--- src/rtl/offset_calibrator_if.sv ---
// Sample-path bus for offset_calibrator: ADC strobe/sample/recalibrate in,
// offset estimate and bias-removed samples out.
interface offset_calibrator_if #(
  parameter int unsigned WIDTH = 10
);
  logic               sampleValid;
  logic [WIDTH-1:0]   sampleVoltage;
  logic               recalibrate;
  logic [WIDTH-1:0]   offset;
  logic               calibrated;
  logic [WIDTH:0]     centered;
  logic               centeredValid;

  // Sample source side (ADC register / testbench)
  modport master (
    output sampleValid, sampleVoltage, recalibrate,
    input  offset, calibrated, centered, centeredValid
  );

  // Calibrator side
  modport slave (
    input  sampleValid, sampleVoltage, recalibrate,
    output offset, calibrated, centered, centeredValid
  );
endinterface

--- src/rtl/offset_calibrator.sv ---
// DC-offset calibrator: averages 2^LOG2_SAMPLES samples to estimate the ADC
// bias, then publishes bias-removed samples.
// Optional drift tracking after calibration: define OFFSET_CALIBRATOR_TRACKING_EN.
module offset_calibrator #(
  parameter int unsigned WIDTH        = 10,
  parameter int unsigned LOG2_SAMPLES = 12
) (
  input logic                  clk,
  input logic                  reset,
  offset_calibrator_if.slave   bus
);

  localparam int unsigned AccW = WIDTH + LOG2_SAMPLES;

  typedef enum logic [0:0] {StCal, StDone} state_e;

  state_e                  state_q, state_d;
  logic [AccW-1:0]         acc_q, acc_d;
  logic [LOG2_SAMPLES-1:0] count_q, count_d;
  logic [WIDTH-1:0]        offset_q, offset_d;
  logic                    calibrated_q, calibrated_d;
  logic [WIDTH:0]          centered_q, centered_d;
  logic                    centered_valid_q, centered_valid_d;

  logic [AccW-1:0]         sample_ext;
  logic [AccW-1:0]         cal_sum;

  assign sample_ext = {{LOG2_SAMPLES{1'b0}}, bus.sampleVoltage};
  assign cal_sum    = acc_q + sample_ext;

`ifdef OFFSET_CALIBRATOR_TRACKING_EN
  // Leaky integrator: acc settles at N times the mean sample, so it cannot overflow
  logic [AccW-1:0] track_sum;
  assign track_sum = acc_q - (acc_q >> LOG2_SAMPLES) + sample_ext;
`endif

  // Next-state: calibration accumulation, recalibration and sample centering
  always_comb begin
    state_d          = state_q;
    acc_d            = acc_q;
    count_d          = count_q;
    offset_d         = offset_q;
    calibrated_d     = calibrated_q;
    centered_d       = centered_q;
    centered_valid_d = 1'b0;

    if (bus.recalibrate) begin
      // Recalibrate swallows any coincident sample; offset keeps the last result
      state_d      = StCal;
      acc_d        = '0;
      count_d      = '0;
      calibrated_d = 1'b0;
    end else if (bus.sampleValid) begin
      if (calibrated_q) begin
        centered_d       = {1'b0, bus.sampleVoltage} - {1'b0, offset_q};
        centered_valid_d = 1'b1;
      end
      unique case (state_q)
        StCal: begin
          acc_d   = cal_sum;
          count_d = count_q + 1'b1;
          if (count_q == '1) begin
            state_d      = StDone;
            offset_d     = cal_sum[AccW-1 -: WIDTH];
            calibrated_d = 1'b1;
          end
        end
        StDone: begin
`ifdef OFFSET_CALIBRATOR_TRACKING_EN
          acc_d    = track_sum;
          offset_d = track_sum[AccW-1 -: WIDTH];
`endif
        end
        default: state_d = StCal;
      endcase
    end
  end

  // State registers with synchronous reset
  always_ff @(posedge clk) begin
    if (reset) begin
      state_q          <= StCal;
      acc_q            <= '0;
      count_q          <= '0;
      offset_q         <= '0;
      calibrated_q     <= 1'b0;
      centered_q       <= '0;
      centered_valid_q <= 1'b0;
    end else begin
      state_q          <= state_d;
      acc_q            <= acc_d;
      count_q          <= count_d;
      offset_q         <= offset_d;
      calibrated_q     <= calibrated_d;
      centered_q       <= centered_d;
      centered_valid_q <= centered_valid_d;
    end
  end

  assign bus.offset        = offset_q;
  assign bus.calibrated    = calibrated_q;
  assign bus.centered      = centered_q;
  assign bus.centeredValid = centered_valid_q;

endmodule
--- src/flat_wrapper.sv ---
// flat-port wrapper written by rule: the top's interface ports become plain ports
module offset_calibrator_flat 
#(
  parameter int unsigned WIDTH        = 10,
  parameter int unsigned LOG2_SAMPLES = 12
)
  (clk, reset, bus_sampleValid, bus_sampleVoltage, bus_recalibrate, bus_offset, bus_calibrated, bus_centered, bus_centeredValid);
  offset_calibrator_if #(.WIDTH(WIDTH)) bus_i ();
  input logic clk;
  input logic reset;
  input wire logic [$bits(bus_i.sampleValid)-1:0] bus_sampleValid;
  input wire logic [$bits(bus_i.sampleVoltage)-1:0] bus_sampleVoltage;
  input wire logic [$bits(bus_i.recalibrate)-1:0] bus_recalibrate;
  output wire logic [$bits(bus_i.offset)-1:0] bus_offset;
  output wire logic [$bits(bus_i.calibrated)-1:0] bus_calibrated;
  output wire logic [$bits(bus_i.centered)-1:0] bus_centered;
  output wire logic [$bits(bus_i.centeredValid)-1:0] bus_centeredValid;
  assign bus_i.sampleValid = bus_sampleValid;
  assign bus_i.sampleVoltage = bus_sampleVoltage;
  assign bus_i.recalibrate = bus_recalibrate;
  assign bus_offset = bus_i.offset;
  assign bus_calibrated = bus_i.calibrated;
  assign bus_centered = bus_i.centered;
  assign bus_centeredValid = bus_i.centeredValid;
  offset_calibrator #(.WIDTH(WIDTH), .LOG2_SAMPLES(LOG2_SAMPLES)) u_core (.clk(clk), .reset(reset), .bus(bus_i));
endmodule
--- config.mk ---
export PLATFORM = sky130hd
export DESIGN_NAME = offset_calibrator_flat
export DESIGN_NICKNAME = d
export VERILOG_FILES = /design/src/rtl/offset_calibrator_if.sv /design/src/rtl/offset_calibrator.sv /design/src/flat_wrapper.sv
export SDC_FILE = /design/constraint.sdc
export NUM_CORES = 1
export LEC_CHECK = 0
export CORE_ASPECT_RATIO = 1.1
export CORE_MARGIN = 8
export CORE_UTILIZATION = 55
export CTS_CLUSTER_SIZE = 30
export DETAILED_ROUTE_END_ITERATION = 16
export MAX_ROUTING_LAYER = met4
export PLACE_DENSITY = 0.78
export REMOVE_ABC_BUFFERS = 1
export SYNTH_ARGS = -nofsm -noshare
export SYNTH_HDL_FRONTEND = slang
export SYNTH_SLANG_ARGS = --single-unit
--- constraint.sdc ---
create_clock -name clk -period 3.4 [get_ports clk]
set_input_delay 0.85 -clock clk [delete_from_list [all_inputs] [get_ports clk]]
set_output_delay 0.85 -clock clk [all_outputs]
set_load 0.05 [all_outputs]
==> out/qor.yml <==
critical_path:
  cp.depth: 11
  path_class: "in -> reg"
  cp-start-kind: "input port"
  reg2reg_depth: 10
  cpMostUsedCell: "nor4_1"
  cp_num_buf_inv: 3
  worst_path_max_delay_cell: "clkdlybuf4s50_1"
  cp_max_fo: 11
  cp-endpoint: "u_core.acc_q[20]"
  r2r_slack_ns: 1.10
  r2r-end: "u_core.acc_q[20]"
  required_ns: 3.65
  crit_arrival_ns: 3.20
  path_cells: "clkdlybuf4s50_1, ha_1, inv_1, fa_1, nand2b_1, a21oi_1, nor4_1, buf_4, nor4_1, xnor2_1, nor2_1"
  cpPeakStageDelay_ns: 0.48
  critPathCaptureType: "flop"
  crit_start: "bus_sampleVoltage[0]"
  crit_family: "buffers and inverters"
  r2r-start: "u_core.acc_q[0]"
sta:
  slew_headroom: 0.639
  setup_viol: 0
  worstMarginPinSlew_ns: 0.536
  worst_slack_ns: 0.449
  slew_viol_final: 0
  rsz0062_at_grt: "false"
  fin_skew_ns: 0.00647
  max_freq_mhz: 339
  fin_crit_ns: 2.95
  setup_tns_ns: 0
  min_period_over_period: 0.868
  hold_viol_final: 0
layout:
  syn_to_final_growth_pct: 19.5
  multiInputGateArea_um2: 2130
  final_layout_size_suffix_gt1_frac: 0.108
  antenna_cells: 0
  fin_nets: 495
  regArea_um2: 1160
  layout_commonest_cell: "dfxtp_1"
  final_cell_mix: "dfxtp_1 (58), nor2_1 (51), clkdlybuf4s50_1 (36)"
  fillCellCount: 514
floorplanning:
  fp.dieH_um: 99.2
  dieArea_um2: 9090
  core_um2: 6120
  initial_utilization: 0.566
  io_pins: 37
  die_x_um: 91.6
  rows: 30
drt:
  via_per_inst: 5.69
  avgRoutedWirePerCell_um: 15.7
  totalWireLength_um: 8510
  route.detailed.drc: 0
  firstDrtPassIters: 4
  drtIter0Drc: 189
  ant_nets: 0
  vias: 3089
global_route:
  grt_overflow: 0
  antenna_found_initial: 0
  grt_max_degree: 24
  grt_pass1_vias: 2948
  grt_pass1_wl_um: 14300
  grt_usage: 0.199
power:
  clkPwrFrac: 0.474
  power.switching_mw: 0.398
  peakVddDrop_uv: 284
  internal_power_mw: 1.24
  leakagePower_nw: 1.40
  seqPwrFrac: 0.421
  p_per_area_nw_per_um2: 396
  p_sw_frac: 0.243
  comb_power_share: 0.104
  total_power_mw: 1.64
cts:
  clkTransAtPathRegs_ns: 0.07
  post_cts_buffers: 0
  ctsHtreeMaxLevel: 3
  numCtsBuffers: 9
  post_cts_resize_count: 0
  clkSinkCount: 58
  ctsHoldBuffers: 0
  clock-root-buffer: "clkbuf_8"
  clk_latency_ns: 0.35
  cts_tree: "yes"
  max-clock-path-buffers: 2
synth:
  synth_flop_cell: "dfxtp_1"
  yosysSeqAreaShare: 0.336
  synth_edf_count: 0
  yosysWarnings: 0
  syn_avg_cell_area_um2: 8.26
  ys_ff_latch: 58
  ys_types: 61
  synth_cells: 419
  netlist_area_um2: 3460
  async_flop_share: 0
place:
  hpwl_um: 6270
  place_congestion: 0.920
  post-place-ws_ns: 0.0979
  portBuffers: 36
hold_path:
  hold_class: "reg -> reg"
  worstHoldStart: "u_core.acc_q[3]"
flow_run:
  maxCapViolCount: 0
run_status:
  status: "complete, no violations"
==> through the flow <==
stage	cells	utilization	area [µm²]	hold WS, ns
finish	543	0.676	4140	0.459
global route	543	0.676	4140	0.482
CTS	543	0.676	4140	0.459
detailed placement	527	0.638	3900	0.449
global placement	527	0.638	3900	0.441
floorplan	399	-	3350	0.436
==> kinds of logic after synthesis <==
logic type | after synthesis | synth area share
DFF | 58 | 0.336
and+or+nand+nor | 177 | 0.257
adders and majority gates | 23 | 0.0875
AOI/OAI and AO/OA | 91 | 0.186
muxes | 1 | 0.00289
xor gates and xnor gates | 32 | 0.0810
buffers and inverters | 37 | 0.0499
==> worst min-delay path, stage by stage (launching register included) <==
cell and delay [ns]:
dfxtp_1 0.31, nand2_1 0.05, a21oi_1 0.05
==> final cells by class <==
type,instances,share of cell area
well taps,80,0.0242
repair buffers,48,0.109
clock inverters,6,0.0254
flip-flops and latches,58,0.281
clock buffers,10,0.0309
multi-input cells,324,0.514
inverters,17,0.0154
==> cells in the mapped netlist, types with 3 or more instances <==
master,instances,area (µm²)
nand2b_1,9,56.3
or2_2,3,18.8
a21o_1,3,22.5
o21ai_0,13,65.1
a211oi_1,11,82.6
nor2b_1,5,31.3
nor3_2,3,30.0
nor3_1,15,75.1
a21oi_2,3,26.3
clkbuf_1,10,37.5
xnor2_1,23,201
inv_1,16,60.1
buf_4,4,30.0
or4_1,3,22.5
dfxtp_1,58,1160
nor2_1,51,191
nand2_1,34,128
buf_2,3,15.0
a21oi_1,25,125
ha_1,21,263
o21a_1,7,52.6
or3_1,5,31.3
nand3_1,20,100
nand4_1,8,50.1
a211oi_2,7,87.6
nor4_1,7,43.8
and3_1,4,25.0
o211ai_1,3,22.5
xor2_1,9,78.8
==> worst min-delay path by stage <==
stage	endpoint	cells after the start
6_report	u_core.acc_q[3]	2
5_1_grt	u_core.acc_q[2]	2
4_1_cts	u_core.acc_q[3]	2
3_5_place_dp	u_core.acc_q[3]	2
3_3_place_gp	u_core.bus.centered[2]	2
2_1_floorplan	u_core.acc_q[4]	2
==> flip-flops by register name, summed over array words and instances, names as in the netlist <==
register	cells
u_core.bus.centeredValid	1
u_core.bus.centered	11
u_core.bus.calibrated	1
u_core.bus.offset	10
u_core.count_q	12
u_core.state_q	1
u_core.acc_q	22
==> power groups by stage <==
stage,Sequential [mW],Combinational [mW],Clock [mW]
5_1_grt,0.690,0.190,0.810
6_report,0.690,0.171,0.777
3_3_place_gp,0.705,0.165,0
2_1_floorplan,0.704,0.105,0
3_5_place_dp,0.705,0.167,0
4_1_cts,0.689,0.170,0.782
==> layer usage <==
metal,global-route usage,vias to the layer above,routed length [µm]
met3,0.0384,20,327
met5,-,-,0
met4,0.0984,0,194
li1,-,1563,-
met1,0.219,1443,3820
met2,0.336,63,4160
(Power assumes the default switching activity.)
